$ cat src/rtl/mac_pkg.sv
// ============================================================================
// Module      : mac_pkg
// Description : Shared MAC types and width helpers.
// Revision    : 1.0
// ============================================================================
`default_nettype none

package mac_pkg;

    typedef enum logic [1:0] {
        ST_IDLE = 2'd0,
        ST_ACC  = 2'd1,
        ST_HOLD = 2'd2
    } state_e;

    localparam int MAC_DW = 8;
    localparam int PROD_W = 2 * MAC_DW + 1;

    function automatic int prod_width(input int dw);
        return 2 * dw + 1;
    endfunction

    // Wide enough that 2^LEN_W-1 products of full magnitude cannot overflow.
    function automatic int acc_width(input int dw, input int len_w);
        return 2 * dw + 1 + len_w;
    endfunction

endpackage

`default_nettype wire

$ cat src/rtl/mac_acc_drain.sv
// ============================================================================
// Module      : mac_acc_drain
// Description : Sums programmable-length groups of signed MAC products and
//               presents each group result over a valid/ready port.
// Revision    : 1.0
// ============================================================================
`default_nettype none

module mac_acc_drain
    import mac_pkg::*;
#(
    parameter int DW    = 8,
    parameter int LEN_W = 8,
    parameter int ACC_W = acc_width(DW, LEN_W)
) (
    input  logic                 clk,
    input  logic                 rst_n,
    input  logic                 flush,
    input  logic [LEN_W-1:0]     cfg_len,
    input  logic                 in_valid,
    output logic                 in_ready,
    input  logic [2*DW:0]        in_q,
    output logic                 out_valid,
    input  logic                 out_ready,
    output logic [ACC_W-1:0]     out_acc,
    output logic [15:0]          out_groups
);

    localparam int PW = prod_width(DW);

    state_e             state_q, state_d;
    logic [ACC_W-1:0]   acc_q, acc_d;
    logic [LEN_W-1:0]   cnt_q, cnt_d;
    logic [LEN_W-1:0]   len_q, len_d;
    logic [15:0]        groups_q, groups_d;
    logic               out_valid_q, out_valid_d;
    logic               in_ready_q, in_ready_d;

    logic               beat;
    logic [ACC_W-1:0]   prod_ext;
    logic [LEN_W-1:0]   len_first;
    logic [LEN_W-1:0]   cnt_inc;

    assign in_ready   = rst_n && in_ready_q;
    assign out_valid  = out_valid_q;
    assign out_acc    = acc_q;
    assign out_groups = groups_q;

    assign beat      = in_valid && in_ready;
    assign prod_ext  = {{(ACC_W-PW){in_q[PW-1]}}, in_q};
    assign len_first = (cfg_len == '0) ? LEN_W'(1) : cfg_len;
    assign cnt_inc   = cnt_q + LEN_W'(1);

    always_comb begin
        state_d  = state_q;
        acc_d    = acc_q;
        cnt_d    = cnt_q;
        len_d    = len_q;
        groups_d = groups_q;

        if (flush) begin
            state_d = ST_IDLE;
            acc_d   = '0;
            cnt_d   = '0;
        end else begin
            case (state_q)
                ST_IDLE: begin
                    if (beat) begin
                        len_d   = len_first;
                        acc_d   = prod_ext;
                        cnt_d   = LEN_W'(1);
                        state_d = (len_first == LEN_W'(1)) ? ST_HOLD : ST_ACC;
                    end
                end
                ST_ACC: begin
                    if (beat) begin
                        acc_d = acc_q + prod_ext;
                        cnt_d = cnt_inc;
                        if (cnt_inc == len_q) begin
                            state_d = ST_HOLD;
                        end
                    end
                end
                ST_HOLD: begin
                    if (out_valid_q && out_ready) begin
                        state_d  = ST_IDLE;
                        groups_d = groups_q + 16'd1;
                    end
                end
                default: state_d = ST_IDLE;
            endcase
        end

        // Handshake flags are registered alongside the state they decode.
        out_valid_d = (state_d == ST_HOLD);
        in_ready_d  = (state_d != ST_HOLD);
    end

    always_ff @(posedge clk) begin
        if (!rst_n) begin
            state_q     <= ST_IDLE;
            acc_q       <= '0;
            cnt_q       <= '0;
            len_q       <= '0;
            groups_q    <= '0;
            out_valid_q <= 1'b0;
            in_ready_q  <= 1'b1;
        end else begin
            state_q     <= state_d;
            acc_q       <= acc_d;
            cnt_q       <= cnt_d;
            len_q       <= len_d;
            groups_q    <= groups_d;
            out_valid_q <= out_valid_d;
            in_ready_q  <= in_ready_d;
        end
    end

endmodule

`default_nettype wire

$ cat config.mk
export PLATFORM = sky130hd
export DESIGN_NAME = mac_acc_drain
export DESIGN_NICKNAME = d
export VERILOG_FILES = /design/src/rtl/mac_pkg.sv /design/src/rtl/mac_acc_drain.sv
export SDC_FILE = /design/constraint.sdc
export NUM_CORES = 1
export LEC_CHECK = 0
export BUFFER_PORTS_ARGS = -buffer_cell sky130_fd_sc_hd__buf_2
export CAP_MARGIN = 5
export CORE_UTILIZATION = 57
export CTS_CLUSTER_SIZE = 28
export DETAILED_ROUTE_END_ITERATION = 6
export PLACE_DENSITY = 0.91
export SLEW_MARGIN = 15
export SYNTH_ARGS = -nofsm -noshare
export SYNTH_HDL_FRONTEND = slang
export SYNTH_SLANG_ARGS = --single-unit
$ cat constraint.sdc
create_clock -name clk -period 3.15 [get_ports clk]
set_clock_uncertainty 0.2 [all_clocks]
set_input_delay 0.1575 -clock clk [delete_from_list [all_inputs] [get_ports clk]]
set_output_delay 0.1575 -clock clk [all_outputs]
set_load 0.02 [all_outputs]
### Word-level counts from Yosys, hierarchy flattened

Index checks and enable logic that the tools add are counted.

* latch bits: 0
* memory bits (read-only): 0
* bits in writable memories: 0
* word-level logic and storage cells: 44
* memories kept: 0
* bits in registers: 61

* reduce and logical (&&, ||, !) cells: 10
* divide/modulo/power cells: 0
* multiply operators: 0
* multiplexer cells: 14
* shift-type cells: 0
* eq/ne operators: 8
* $lt $le $gt $ge: 0
* $add $sub $neg: 3
* bitwise logic cells: 2

Operators by type and width (count)
* 2-to-1 mux 25 bit: 2
* case mux 25 bit (2 select lines): 1
* adder 25 bit: 1
* 2-to-1 mux 8 bit: 3
* adder 16 x 1 -> 16 bit, second input constant: 1
* case mux 8 bit (2 select lines): 1
* 2-to-1 mux 2 bit: 6
* AND reduction 3 bit: 3
* adder 8 x 1 -> 8 bit, second input constant: 1
* equality test 8 x 1 -> 1 bit, second input constant: 1
* equality test 8 bit: 1
* zero test 8 bit: 1
* != test 2 bit, second input constant: 3
* case mux 2 bit (3 select lines): 1
* equality test 2 bit, second input constant: 2
* logical AND 1 bit: 3
* equality test 2 x 1 -> 1 bit, second input constant: 1
* zero test 2 bit: 1
* NOT 1 bit: 2
* nonzero test 2 bit: 1
* OR reduction 2 bit: 1

### Longest topological paths before layout

Gate-level depths: netlist of the first run.

* depth after elaboration: 8
* mapped depth: 11
* depth with buffers taken out: 11

### Worst setup path before layout of the first run

OpenSTA, ideal clock, no wires.

* path type: register to register
* start: register acc_q[0] (netlist: out_acc[0])
* end: register acc_q[18] (netlist: out_acc[18])
* path buffers: 0
* slack: 0.326 ns
* required time: 2.822 ns
* arrival time: 2.497 ns
* stages on the path, launching flop included: 12
* setup time: 0.128 ns
* period minus slack after synthesis: 2.824 ns
* path through: dfxtp_1 -> ha_1 -> inv_1 -> fa_1 -> nor2b_1 -> o31ai_2 -> a211oi_1 -> nor4_1 -> o31ai_1 -> xor2_1 -> a221oi_1 -> nor2_1

* longest elaborated chain between the ends: 3

RTL lines
* from (decl): line mac_acc_drain.sv:32 `logic [ACC_W-1:0] acc_q, acc_d;`
* from (signal assigned): line mac_acc_drain.sv:102 `acc_q <= '0;`
* from (signal assigned): line mac_acc_drain.sv:110 `acc_q <= acc_d;`
* adder 25 bit: line mac_acc_drain.sv:77 `acc_d = acc_q + prod_ext;`
* 2-to-1 mux 25 bit: line mac_acc_drain.sv:76 `if (beat) begin`
* case mux 25 bit (2 select lines): line mac_acc_drain.sv:66 `case (state_q)`

Every way passes these cells. The select of a mux whose other input is x is not followed.
A chain may end at the register's enable or synchronous reset.

### Final worst setup path of the first run

* start: input in_q[8]
* end: register acc_q[23] (netlist: out_acc[23])

* longest elaborated chain between the ends: 3

RTL lines
* from (decl): line mac_acc_drain.sv:22 `input logic [2*DW:0] in_q,`
* adder 25 bit: line mac_acc_drain.sv:77
* 2-to-1 mux 25 bit: line mac_acc_drain.sv:76
* case mux 25 bit (2 select lines): line mac_acc_drain.sv:66

Every way passes these cells. The select of a mux whose other input is x is not followed.

==> results of run 1 <==
through the flow:
stage	total power, W	setup slack [ns]	area, sq um	utilization [%]	cells
6_report	0.001821	0.1682	4910	71.87	700
5_1_grt	0.001883	0.02805	4910	71.87	700
4_1_cts	0.001812	0.2144	4903	71.78	700
3_5_place_dp	0.001090	0.3356	4514	66.08	665
3_3_place_gp	0.001079	0.4209	4514	66.08	665
2_1_floorplan	0.001008	0.3258	4075	-	513
worst max path at each step:
stage,startpoint,to,slack [ns],cells after the start
6_report,in_q[8],out_acc[23]$_SDFFE_PP0P_,0.17,11
5_1_grt,in_q[0],out_acc[18]$_SDFFE_PP0P_,0.03,14
4_1_cts,in_q[0],out_acc[18]$_SDFFE_PP0P_,0.21,14
3_5_place_dp,out_acc[0]$_SDFFE_PP0P_,out_acc[18]$_SDFFE_PP0P_,0.34,12
3_3_place_gp,out_acc[0]$_SDFFE_PP0P_,out_acc[18]$_SDFFE_PP0P_,0.42,12
2_1_floorplan,out_acc[0]$_SDFFE_PP0P_,out_acc[18]$_SDFFE_PP0P_,0.33,11
metal layers:
layer	vias up	global-route usage, %	share of wire, %
met4	0	16.67	3.8
met3	54	5.619	7.7
met5	-	0	0
li1	2031	-	-
met1	1999	36.46	40
met2	233	51.15	48
synthesized netlist by cell type (7+ instances only):
cell type	number
nand3_1	16
xor2_1	13
a21oi_1	45
nor3_1	16
ha_1	26
inv_1	9
clkbuf_1	19
xnor2_1	27
o21ai_0	25
and3_1	9
a21boi_0	8
nand4_1	7
dfxtp_1	61
and2_1	17
nor2b_1	9
nor2_1	56
nand2_1	47
a211oi_1	12
mux2i_1	9
a21o_1	8
final cells by class:
class	instances	area, sq um	share of cell area, %
clock buffer	9	123.9	2.523
clock inverter	7	75.07	1.529
inverter	9	33.78	0.6881
multi-input combinational	420	2733	55.66
sequential	61	1221	24.87
tap	96	120.1	2.446
timing repair buffer	98	603.1	12.28
worst max-delay path, stage by stage:
cell and delay (ns):
dlygate4sd3_1 0.56, buf_2 0.15, ha_1 0.36, a21o_1 0.21, a2111o_1 0.39, a41o_1 0.24
and3_4 0.17, nor2_1 0.27, o21ai_0 0.21, nand2_1 0.12, o221ai_1 0.12
timing repair:
action / CTS / global route
setup endpoints to repair: 0 / 2
hold endpoints to repair: 16 / 0
hold buffers: 19 / 0
gates resized for setup: 0 / 1
cells in the final DEF, fill, tap and decap left out, types with 3 or more instances in the layout:
cell / n
a211oi_1: 12
nor2b_1: 9
buf_4: 7
inv_1: 9
xnor2_1: 27
dfxtp_1: 61
and3_1: 9
clkbuf_8: 9
o21a_1: 4
o21ai_0: 25
or2_2: 4
o31ai_1: 4
o211ai_1: 6
a221oi_1: 3
mux2i_1: 9
nand2b_1: 4
ha_1: 26
dlygate4sd3_1: 19
a21oi_1: 45
and4_1: 4
nor3_1: 16
and2_1: 17
a21o_1: 8
xor2_1: 13
nor2_1: 56
nand4_1: 7
a21boi_0: 8
nor4_1: 3
nand3_1: 16
nand2_1: 47
a2111oi_0: 3
a22oi_1: 4
clkinvlp_4: 3
buf_2: 72
state kept, by name, indices dropped and copies added (netlist names):
register / count
cnt_q: 8
in_ready_q: 1
len_q: 8
out_acc: 25
out_groups: 16
out_valid: 1
state_q: 2
where the power goes:
group	internal (W)	leakage [nW]	switching, W
clock network	0.000367	0.0918	0.000350
registers	0.000785	0.494	0.0000121
logic	0.000124	1.53	0.000182
cells by family after synthesis:
group                      count (synthesis)
and+or+nand+nor                          202
muxes                                      9
buffers and inverters                     32
DFF                                       61
AOI/OAI and AO/OA                        142
adders and majority gates                 27
xor gates and xnor gates                  40
==> impl_results.md, run 1 <==
* CTS H-tree depth at 3
* Post-synth EDFFs at 0
* R2r setup slk at 0.26 ns
* Share of layout cells above drive strength 1 at between 10% and 20%
* Status: finished, final reports clean
* Hold-critical path endpoint: out_acc[3]$_SDFFE_PP0P_
* RSZ-0062 raised after global routing: no
* Hold Crit Depth at 5
* Gr usage total at 30.30%
* Synthesis Warnings at 0
* Period utilization at 94.66%
* Flops & latches, synth at 61
* Clk pin slew, worst setup/hold paths at 0.07 ns
* Die width at ~87 microns
* Distinct cells, synth at 56
* Clock Tree Buf Depth at 2
* TritonCTS Buffers at 9
* DIE HEIGHT at between 80 and 90 microns
* Period minus WS final at about 3.0 ns
* Peak VDD IR at roughly 0.36 mV
* Post-route ant nets at 0
* Setup repair bufs after CTS at 0
* Cell accounting for the most synthesized area: dfxtp_1
* P per Cell Area at between 300 and 400 nW/um^2
* Proportion of synthesized area in mux cells at 2.211%
* Avg Synthesized Cell Area at approximately 8 sq um
* Slew Limit Headroom at 38.65%
* Number of max-cap violations at 0
* Sequential share of the synthesized area at 29.97%
* Pins Over Slew Limit at 0
* Ant. Diodes at 0
* Synth Area in XOR/XNOR at 8.597%
* Adder-cell share of the synthesized area at 8.474%
* Post-Route WL at between 10000 and 15000 microns
* Grt total ovfl at 0
* Setup-failing EPs final at 0
* Fillers at 488
* Routed len/inst at ~16 microns
* CTS root buf: clkbuf_8
* DR iter-0 viols at 435
* Worst hold path class: in2reg
* Setup TNS at 0 ns
* Final net count at approximately 660
* FF-to-FF path depth at 9
* Mapped cell area at approximately 4100 sq um
* Post-synth top flop: dfxtp_1
* Crit. End Element: register
* CTS Sinks at 61
* Hold_ws at 0.02550 ns
* Top post-synthesis cells by area: dfxtp_1 (30%), ha_1 (8.0%), xnor2_1 (5.8%), a21oi_1 (5.5%), nor2_1 (5.2%)
* RePlAce Congestion at 0.9148
* F_max at 335.4 MHz
* Initial Utilization at 59.65%
* Initial antenna violation count at 0
* Clk Latency, worst-skew pair at about 0.35 ns
* Worst Tran Pin Value at 0.9203 ns
* First-pass GRT wire length at ~18000 microns
* Asr flop ratio synth at 0%
* Mapped Cells at between 500 and 600
* Critical R2R Launch: out_acc[6]$_SDFFE_PP0P_
* CTS tree: yes
* Lkg Pwr at 2.114 nW
* Die area at about 7500 sq um
* CP Class: in2reg
* WP data arrival at 2.97 ns
* Largest net degree at the start of global routing at 30
* Synthesized Nets at 570
* Core area at 6832 sq um
* Largest family of logic cells by synthesized area: simple AND/OR/NAND/NOR gates
* Via density at 6.167
* Crit path launch type: input port
* DRC viols at 0
* IO Pins at 73
* Worst path required time at 3.13 ns
* Synth Area in Simple Gates at 24.38%
* Crit path max fanout at 5
* IO buf count at 72
* Hold_sp: in_q[3]
* End of the worst register-to-register path: out_acc[23]$_SDFFE_PP0P_
* Post-DP HPWL at 7470 microns
* Drt pass-1 iters at 5
* Vias in the first global route at 3975
* Area Growth Syn to Fin at 20.48%
* Final Hold Vio Count at 0
* Row cnt at 30
* Top cell type's share of synthesized area at 29.97%
* Vias at around 4300
* Synth Area in Compound Gates at ~23%
Power figures use the tool's default switching activity.
==> run 2, diff against run 1 <==
- ABC_AREA: unset -> 1
- PLACE_DENSITY: 0.91 -> 0.9
==> impl_results.md, run 2 <==
* Status: finished, final reports clean
* Post-route ant nets at 0
* Worst path required time at 3.18 ns
* Core area at between 7000 and 8000 sq um
* Asr flop ratio synth at 0%
* Worst path slowest cell: dlygate4sd3_1
* Sequential share of the synthesized area at 26.87%
* CP max stage delay at 0.57 ns
* TritonCTS Buffers at 9
* Drt pass-1 iters at 5
* Crit path launch type: input port
* Grt total ovfl at 0
* Avg Synthesized Cell Area at 6.174 sq um
* Lkg Pwr at 2.704 nW
* Initial Utilization at approximately 59%
* Mapped Cells at 736
* F_max at between 300 and 400 MHz
* Post-route cell area at roughly 5400 sq um
* Flops & latches, synth at 61
* Cell mode on critical path: nor2_4
* CTS root buf: clkbuf_8
* WP data arrival at 3.02 ns
* Synthesized Nets at slightly below 800
* Period minus WS final at 2.985 ns
* Peak VDD IR at 0.2747 mV
* Synthesis Warnings at 0
* Worst Tran Pin Value at between 0.7 and 0.8 ns
* DRC viols at 0
* Vias at around 5400
* DR iter-0 viols at 483
* Layout Utilization at between 70% and 80%
* IO Pins at 73
* Adder-cell share of the synthesized area at 7.599%
* Cell accounting for the most synthesized area: dfxtp_1
* Setup-failing EPs final at 0
* Cell Area, Placed at 4990 sq um
* Vias in the first global route at 5086
* Post-synth top flop: dfxtp_1
* First-pass GRT wire length at between 20000 and 25000 microns
* Post-Route WL at 14020 microns
* Final Hold Vio Count at 0
* Clk Latency, worst-skew pair at between 0.3 and 0.4 ns
* Distinct cells, synth at 39
* Crit path max fanout at 31
* Commonest cells after routing, fill and taps aside: nand2_1 (233), inv_1 (88), a21oi_1 (78), buf_2 (71), nor2_1 (62)
* Die width at 91.29 microns
* P per Cell Area at around 360 nW/um^2
* Critical path cell sequence: dlygate4sd3_1 > clkbuf_4 > nand2_1 > inv_1 > nand2_2 > nor2_4 > inv_2 > nor2_4 > inv_2 > nor2_4 > inv_1 > o21ai_0 > dlygate4sd3_1 > a21oi_1
* Proportion of synthesized area in mux cells at 0%
* Pins Over Slew Limit at 0
* Largest register FFs at 25
* IO buf count at 72
* CTS H-tree depth at 3
* Layout Cells excl Fill at 935
* CTS Sinks at between 60 and 70
* Area Growth Syn to Fin at 19.85%
* Top post-synthesis cells by area: dfxtp_1 (27%), nand2_1 (19%), a21oi_1 (8.6%), inv_1 (7.3%), ha_1 (7.2%)
* Initial antenna violation count at 0
* Clock Tree Buf Depth at 2
* Number of max-cap violations at 0
* Period utilization at a little over nine tenths
* Via density at a little under 6
* Largest family of logic cells by synthesized area: simple AND/OR/NAND/NOR gates
* Synth Area in XOR/XNOR at 3.276%
* RePlAce Congestion at 0.9457
* Gr usage total at approximately 34%
* Post-synth top cells: nand2_1 (233), inv_1 (88), a21oi_1 (78)
* Setup TNS at 0 ns
* Commonest non-fill, non-tap cell in the layout: nand2_1
* Worst hold path class: in2reg
* Die area at 8334 sq um
* Post-DP HPWL at 9727 microns
* Mapped cell area at 4544 sq um
* Share of layout cells above drive strength 1 at 13.69%
* Post-synth EDFFs at 0
* Hold_sp: in_q[5]
* Clk pin slew, worst setup/hold paths at 0.08 ns
* CP Class: in2reg
* DIE HEIGHT at 91.29 microns
* Most common cell in the synthesized netlist: nand2_1
* Top cell type's share of synthesized area at ~27%
* Synth Area in Simple Gates at 36.89%
* Cells after DPL at 897
* Row cnt at 32
* Critical Path Start: rst_n
* Slew Limit Headroom at 49.72%
* Ant. Diodes at 0
* CTS tree: yes
* Power Total at 0.001944 W
* Largest net degree at the start of global routing at 32
* Final net count at 886
* Synth Area in Compound Gates at between 15 and 20%
* RSZ-0062 raised after global routing: no
* Routed len/inst at 14.99 microns
* Critical R2R Launch: in_ready_q$_SDFF_PN1_
* Crit. End Element: register
## run 2: layer usage
layer / track usage, % / vias up / routed length, microns
met3: 5.276 / 60 / 1189
met5: 0 / - / 0
met4: 15.87 / 0 / 479
li1: - / 2593 / -
met2: 57.45 / 315 / 6475
met1: 43.45 / 2422 / 5875
## run 2: stage by stage
stage	worst slack (ns)	hold slack, ns
final	0.1648	0.002065
after global placement	0.9004	0.2162
after floorplan	0.9116	0.09241
after global routing	0.03498	0.03712
after CTS	0.2582	0.005423
after detailed placement	0.8311	0.2247
## run 2: worst max-delay path, delay by kind of cell
family / cells / cell delay (ns)
AND/OR/NAND/NOR: 5 / 0.66
AO/OA/AOI/OAI: 2 / 0.23
buffers and inverters: 7 / 1.98
## run 2: area by class of cell
| cell class | count | area [sq um] |
|---|---|---|
| multi-input cells | 565 | 2902 |
| clock buffers | 12 | 155.1 |
| flip-flops and latches | 61 | 1221 |
| fillers | 643 | 2281 |
| clock inverters | 3 | 68.82 |
| well taps | 102 | 127.6 |
| repair buffers | 99 | 623.1 |
| inverters | 93 | 349.1 |
## run 2: cell families after synthesis
group,count (synthesis)
xor+xnor,17
fa+ha+maj,27
compound gates,134
simple gates,387
buf+inv,110
flops,61
## run 2: worst paths after layout
check	end	slack [ns]	cells past startpoint
worst min register to register	len_q[6]$_SDFFE_PN0P_	0.28	2
worst min-delay path	out_acc[5]$_SDFFE_PP0P_	0.002	5
worst max-delay path	len_q[3]$_SDFFE_PN0P_	0.16	14
worst max register to register	len_q[3]$_SDFFE_PN0P_	0.49	12
## run 2: power by group
group	switching (W)	internal (W)
combinational	0.000207	0.000116
clock	0.000336	0.000487
sequential	0.0000128	0.000786
total	0.000556	0.00139
## run 2: timing repair
action                     CTS  global route
gates resized for setup      0             1
buffers inserted             0             0
hold buffers                23             0
setup endpoints to repair    0             1
hold endpoints to repair    22             0
